`config.mk`:
```
export PLATFORM = sky130hd
export DESIGN_NAME = dmem_arbiter
export DESIGN_NICKNAME = d
export VERILOG_FILES = /design/src/rtl/dmem_arb_pkg.sv /design/src/rtl/dmem_rr_pick.sv /design/src/rtl/dmem_arbiter.sv
export SDC_FILE = /design/constraint.sdc
export NUM_CORES = 1
export LEC_CHECK = 0
export CAP_MARGIN = 20
export CORE_MARGIN = 5
export CORE_UTILIZATION = 35
export DETAILED_ROUTE_END_ITERATION = 12
export HOLD_SLACK_MARGIN = 0.02
export PLACE_DENSITY_LB_ADDON = 0.12
export SETUP_SLACK_MARGIN = 0.15
export SYNTH_ARGS = -nofsm -noshare
export SYNTH_HDL_FRONTEND = slang
export SYNTH_HIERARCHICAL = 1
export SYNTH_SLANG_ARGS = --single-unit
export TNS_END_PERCENT = 1
```
`constraint.sdc`:
```
create_clock -name clk_i -period 1.5 [get_ports clk_i]
set_input_delay 0.3 -clock clk_i [delete_from_list [all_inputs] [get_ports clk_i]]
set_output_delay 0.3 -clock clk_i [all_outputs]
set_load 0.01 [all_outputs]
```
`src/rtl/dmem_arb_pkg.sv`:
```
// Shared types for the two-port data-memory arbiter.
// Holds the FSM state encoding, the port index type and the default memory size.
package dmem_arb_pkg;

  localparam int unsigned MEM_BYTES_DEF = 32;

  typedef enum logic [1:0] {
    IDLE   = 2'd0,
    ACCESS = 2'd1,
    RESP   = 2'd2
  } arb_state_e;

  typedef logic port_t;

endpackage

```
`src/rtl/dmem_rr_pick.sv`:
```
// Two-way round-robin grant picker, purely combinational.
// Ports: req0_i/req1_i requests, last_i previous winner; gnt_o winner, valid_o any request.
module dmem_rr_pick
  import dmem_arb_pkg::*;
(
  input  logic  req0_i,
  input  logic  req1_i,
  input  port_t last_i,
  output port_t gnt_o,
  output logic  valid_o
);

  always_comb begin
    gnt_o   = 1'b0;
    valid_o = 1'b0;
    unique case (1'b1)
      (req0_i & req1_i): begin
        valid_o = 1'b1;
        gnt_o   = ~last_i;
      end
      (req0_i & ~req1_i): begin
        valid_o = 1'b1;
        gnt_o   = 1'b0;
      end
      (~req0_i & req1_i): begin
        valid_o = 1'b1;
        gnt_o   = 1'b1;
      end
      default: begin
        valid_o = 1'b0;
        gnt_o   = 1'b0;
      end
    endcase
  end

endmodule

```
`src/rtl/dmem_arbiter.sv`:
```
// Two-requester data-memory arbiter: IDLE -> ACCESS -> RESP, round-robin on ties.
// Ports: reqN/weN/addrN/wdataN in, ackN/rdataN/errN out per requester; mem_* to the memory.
module dmem_arbiter
  import dmem_arb_pkg::*;
#(
  parameter int unsigned MEM_BYTES = MEM_BYTES_DEF,
  parameter int unsigned NUM_REQ   = 2
) (
  input  logic        clk_i,
  input  logic        rst_i,
  input  logic        req0_i,
  input  logic        we0_i,
  input  logic [31:0] addr0_i,
  input  logic [31:0] wdata0_i,
  output logic        ack0_o,
  output logic [31:0] rdata0_o,
  output logic        err0_o,
  input  logic        req1_i,
  input  logic        we1_i,
  input  logic [31:0] addr1_i,
  input  logic [31:0] wdata1_i,
  output logic        ack1_o,
  output logic [31:0] rdata1_o,
  output logic        err1_o,
  output logic [31:0] mem_addr_o,
  output logic [31:0] mem_wdata_o,
  output logic        mem_read_o,
  output logic        mem_write_o,
  input  logic [31:0] mem_rdata_i
);

  if (NUM_REQ != 2) begin : g_bad_num_req
    $error("dmem_arbiter supports NUM_REQ == 2 only");
  end

  // Highest byte address at which a full word still fits.
  localparam logic [31:0] ADDR_MAX = 32'(MEM_BYTES - 4);

  arb_state_e  state_q;
  port_t       last_q;
  port_t       gnt_q;
  logic        we_q;
  logic        err_q;
  logic [31:0] addr_q;
  logic [31:0] wdata_q;
  logic [31:0] rdata0_q;
  logic [31:0] rdata1_q;

  port_t       pick_gnt;
  logic        pick_vld;
  logic [31:0] sel_addr;
  logic [31:0] sel_wdata;
  logic        sel_we;
  logic        sel_oob;

  dmem_rr_pick u_pick (
    .req0_i  (req0_i),
    .req1_i  (req1_i),
    .last_i  (last_q),
    .gnt_o   (pick_gnt),
    .valid_o (pick_vld)
  );

  always_comb begin
    sel_addr  = addr0_i;
    sel_wdata = wdata0_i;
    sel_we    = we0_i;
    if (pick_gnt) begin
      sel_addr  = addr1_i;
      sel_wdata = wdata1_i;
      sel_we    = we1_i;
    end
  end

  // Range check runs on the winner's live address so an
  // out-of-range access can skip ACCESS in the same edge.
  assign sel_oob = (sel_addr > ADDR_MAX);

  always_ff @(posedge clk_i) begin
    if (rst_i) begin
      state_q  <= IDLE;
      last_q   <= 1'b1;
      gnt_q    <= 1'b0;
      we_q     <= 1'b0;
      err_q    <= 1'b0;
      addr_q   <= '0;
      wdata_q  <= '0;
      rdata0_q <= '0;
      rdata1_q <= '0;
    end else begin
      unique case (state_q)
        IDLE: begin
          if (pick_vld) begin
            addr_q  <= sel_addr;
            wdata_q <= sel_wdata;
            we_q    <= sel_we;
            gnt_q   <= pick_gnt;
            last_q  <= pick_gnt;
            err_q   <= sel_oob;
            state_q <= sel_oob ? RESP : ACCESS;
          end
        end
        ACCESS: begin
          // Read data lands in the port register at the
          // closing edge, so it is already valid with ack.
          if (!we_q) begin
            if (gnt_q) begin
              rdata1_q <= mem_rdata_i;
            end else begin
              rdata0_q <= mem_rdata_i;
            end
          end
          state_q <= RESP;
        end
        RESP: begin
          state_q <= IDLE;
        end
        default: begin
          state_q <= IDLE;
        end
      endcase
    end
  end

  logic in_access;
  logic in_resp;

  assign in_access = (state_q == ACCESS);
  assign in_resp   = (state_q == RESP);

  assign mem_read_o  = in_access & ~we_q;
  assign mem_write_o = in_access & we_q;
  assign mem_addr_o  = addr_q;
  assign mem_wdata_o = wdata_q;

  assign ack0_o   = in_resp & ~gnt_q;
  assign ack1_o   = in_resp & gnt_q;
  assign err0_o   = ack0_o & err_q;
  assign err1_o   = ack1_o & err_q;
  assign rdata0_o = rdata0_q;
  assign rdata1_o = rdata1_q;

endmodule

```
After elaboration in Yosys (flattened, before gate mapping):

Index checks and enable logic that the tools add are counted.

* flip-flop bits (word level): 134
* word-level logic and storage cells: 40

* $lt $le $gt $ge: 1
* eq/ne operators: 3
* muxes and demuxes: 8
* bitwise operators: 14
* reductions and logical operators: 5

Operators by type and width (count)
* 32-bit 2-to-1 mux: 2
* 32-bit by 5-bit greater-than comparator with 1-bit output, second input constant: 1
* 1-bit bitwise AND: 9
* 3-bit AND reduction: 2
* 1-bit NOT: 5
* 2-bit 2-to-1 mux: 2
* 2-bit one-hot mux with 2 select lines: 1
* 3-bit OR reduction: 1
* 2-bit by 1-bit equality test with 1-bit output, second input constant: 1
* 2-bit equality test, second input constant: 1
* 2-bit zero test: 1
* 1-bit 2-to-1 mux: 2
* 2-bit inequality test, second input constant: 1
* 1-bit one-hot mux with 2 select lines: 1
* 2-bit AND reduction: 1

Longest topological paths before layout:

* word-level depth: 8
* gate-level depth with buffers: 6
* depth with buffers taken out: 5

By module:

The synthesis kept the hierarchy.

Modules (own cells, without submodules)
* dmem_arbiter: times used 1, cells an instance 627, area each 5445.2 um^2, sequential area each 2682.6 um^2
* dmem_rr_pick: times used 1, cells an instance 2, area each 13.8 um^2, sequential area each 0.0 um^2

Worst setup path after synthesis:

OpenSTA, ideal clock, no wires.

* path kind: input -> register
* from: in req1_i
* to: reg state_q[0]
* library setup time: 0.061 ns
* arrival time: 1.368 ns
* setup slack: 0.071 ns
* stages: 6
* path through: a21boi_0 buf_4 nor4b_1 nand4_1 o22ai_1 and4b_1

* word-level cells in the longest chain between the ends: 7

RTL lines
* start: declaration: line dmem_arbiter.sv:18 `input logic req1_i,`
* 1-bit bitwise AND (on tied branches): line dmem_rr_pick.sv:25, dmem_rr_pick.sv:17
* 1-bit one-hot mux with 2 select lines: line dmem_rr_pick.sv:16 `unique case (1'b1)`
* 32-bit 2-to-1 mux: line dmem_arbiter.sv:68 `if (pick_gnt) begin`
* 32-bit by 5-bit greater-than comparator with 1-bit output: line dmem_arbiter.sv:77 `assign sel_oob = (sel_addr > ADDR_MAX);`
* 2-bit 2-to-1 mux: line dmem_arbiter.sv:100 `state_q <= sel_oob ? RESP : ACCESS;`
* 2-bit 2-to-1 mux: line dmem_arbiter.sv:93 `if (pick_vld) begin`
* 2-bit one-hot mux with 2 select lines: line dmem_arbiter.sv:91 `unique case (state_q)`
* end signal: assignment: line dmem_arbiter.sv:100
* end: declaration: line dmem_arbiter.sv:39 `arb_state_e state_q;`

Parallel ways exist; a longest one is shown, timed or not. The select of a mux whose other input is x is not followed.
A chain may end at the register's enable or synchronous reset.

Worst setup path after layout:

* from: reg state_q[1]
* to: out err0_o

* word-level cells in the longest chain between the ends: 3

RTL lines
* 2-bit equality test: line dmem_arbiter.sv:129 `assign in_resp = (state_q == RESP);`
* 1-bit bitwise AND: line dmem_arbiter.sv:136 `assign ack0_o = in_resp & ~gnt_q;`
* 1-bit bitwise AND: line dmem_arbiter.sv:138 `assign err0_o = ack0_o & err_q;`
* end: declaration: line dmem_arbiter.sv:17 `output logic err0_o,`

No other way between the ends.

==> results.toml <==
[outcome]
status = "finished, violations left"
violations = "negative setup slack"

[pwr]
p_per_area_nw_per_um2 = 1019
max-vdd-ir-drop_mv = 0.6954
leakage_nw = 3.876

[global_routing]
grt_pass1_wl_um = 30580
grt_pass1_vias = 5798
grt_max_degree = 74
use_met1 = 0.2496
grt_antenna_before_repair = 0
use_met3 = 0.07154
grt_overflow = 0
top_usage_layer = "met2"
globalRouteMet2Util = 0.3499
grt_usage = 0.2103

[timing]
rsz0062_at_grt = "true"
finalSetupViolCount = 11
fmaxAchievable_ghz = 0.6250
relSlewSlack = 0.7187
tightest_slew_ps = 421.9
fin_crit_ps = 1600
fin_crit_sh = 1.067
slew_viol_final = 0
fin_worst_skew_ps = 6.077
hold_violations = 0
timing.final.ws_setup_ps = -99.89

[layout]
final_area_um2 = 9818
layout.nets = 1104
areaGrowthSynthToFinish_pct = 79.85
finalNonFillerCells = 1162
multiInputGateArea_um2 = 2968
diodes = 0
fill_cells = 1262
drive_gt1_frac = 0.2397
seqCellArea_um2 = 2694

[drt]
wl_um = 20130
drc_errors = 0
dr.pass1.iters = 4
drtIter0Drc = 201
num_vias = 5749
viasPerCell = 4.948
avgRoutedWirePerCell_um = 17.32
ant_nets = 0

[floorplan]
die_w_um = 134.9
core_area_um2 = 15260
die_h_um = 134.9
ios = 300
start_util = 0.3578
row_count = 45
die_area_um2 = 18200

[synth]
postSynthAreaPerCell_um2 = 8.679
synthCells = 629
yosysWarnings = 6
netlist_area_um2 = 5459
ys_ff_latch = 134
syn_nets = 795
ys_seq_area_frac = 0.4914
ys_types = 33
yosys.area.top_type_share = 0.4914
synth_top_area_cell = "dfxtp_1"
synth.area.top_cells = "dfxtp_1, mux2i_1, nand2_1"

[critical_path]
start_kind = "register"
worstPathArrival_ps = 1300
crit_fanout = 3
r2r_slack_ps = -60
crit_type = "register to output port"
cp_data_required_time_ps = 1200
worst_setup_path_end_kind = "output port"

[flow_run]
max-cap-violations = 0

[placed_design]
place.port_buffers = 299
dp_cells = 1127
place_hpwl_um = 14810
placed_area_um2 = 8930
gp_congestion = 0.8668
place_worst_setup_slack_ps = -636.5

[clock_tree]
clock_latency_ps = 410
clk_pin_slew_ps = 60
cts_buffer_depth = 2
cts_tree = "done"
cts_sinks = 134
cts_hold_buf = 0
cts_htree_levels = 4
root_buffer = "clkbuf_16"
cts_buffers = 17

[min_path]
hold_class = "input pin to register"
==> report_power, final <==
group          internal [W]  switching (W)
Clock               0.00291        0.00154
Sequential          0.00375       0.000110
Combinational      0.000936       0.000765
Total               0.00759        0.00241
==> cells in the final DEF (no fill, tap or decap), types with 5 or more instances in the layout <==
cell and instances:
a211oi_1 54, a211oi_2 11, a21oi_1 27, a21oi_2 40, buf_12 13, buf_4 28, buf_6 5, clkbuf_16 17
clkbuf_2 43, clkdlybuf4s15_1 67, clkdlybuf4s50_1 162, dfxtp_1 129, dlygate4sd2_1 12, mux2i_1 59, mux2i_2 6, nand2_1 113
nand2_4 16, nor2_1 71, nor4_1 9
==> path summary, 6_finish.rpt <==
check	cells past startpoint	startpoint	endpoint
hold reg to reg	2	rdata1_o[20]	rdata1_o[20]
hold / removal	3	rst_i	mem_addr_o[3]
setup / recovery	4	state_q[1]	err0_o
setup reg to reg	7	last_q	state_q[0]
==> kinds of logic (layout without fill, tap and decap cells) <==
family	after synthesis	after routing	synth area share
AO/OA/AOI/OAI	138	139	0.1586
buffers and inverters	52	373	0.04813
flip-flops	134	134	0.4914
multiplexers	65	65	0.1192
AND/OR/NAND/NOR	240	240	0.1827
==> flip-flops by register name, indices dropped and copies added, names as in the netlist <==
name and cells:
err_q 1, gnt_q 1, last_q 1, mem_addr_o 32
mem_wdata_o 32, rdata0_o 32, rdata1_o 32, state_q 2
we_q 1
==> synth_stat cells <==
library cell,count
a311oi_1,1
or2_1,1
and2_1,3
a211oi_1,65
nor3_1,4
nor3b_2,1
nand2_1,133
a31oi_1,1
buf_4,6
a221oi_1,1
buf_6,2
nor3_2,1
nand4_1,3
and2_0,1
o22ai_1,1
mux2i_1,65
nand4b_1,1
clkbuf_1,21
a21oi_1,67
inv_1,1
nor4b_1,1
and4b_1,1
nor2b_1,2
nand2b_1,2
buf_2,21
a21boi_0,1
and3_1,1
nor2_1,73
nor4_1,10
o21ai_0,1
dfxtp_1,134
clkbuf_4,1
nand3_1,2
==> layer usage <==
| layer | routed length (µm) | vias to the layer above | share of wire |
|---|---|---|---|
| met3 | 1668 | 46 | 0.083 |
| met2 | 9741 | 228 | 0.48 |
| li1 | - | 2815 | - |
| met5 | 0 | - | 0 |
| met4 | 659 | 0 | 0.033 |
| met1 | 8060 | 2660 | 0.40 |
==> layout make-up <==
type,count,share of cell area
repair buffers,340,0.3307
multi-input cells,444,0.3023
flip-flops and latches,134,0.2744
clock buffers,20,0.04753
well taps,211,0.02689
clock inverters,12,0.01784
inverters,1,0.0003823
==> what timing repair did <==
| item | in CTS | in global routing |
|---|---|---|
| gates resized for setup | 288 | 167 |
| pin swaps | 47 | 44 |
| setup endpoints to repair | 266 | 246 |
| setup buffers | 1 | 1 |
| gates cloned | 1 | 0 |
==> worst max-delay path: stages, from the launching register on <==
cell and delay [ps]:
dfxtp_2 330, nor2b_4 160, nor2b_4 150, and2_4 140
buf_6 100
==> stage by stage <==
step	power, W	hold WS [ps]	setup TNS, ps	util
after floorplan	0.004574	436.0	0	-
after global placement	0.005619	440.9	-31430	0.5852
after detailed placement	0.005647	448.1	-34510	0.5852
after CTS	0.01006	344.1	-464.2	0.6408
after global routing	0.01040	380.6	-3031	0.6435
final	0.01001	378.8	-435.0	0.6435
(Power assumes the default switching activity.)
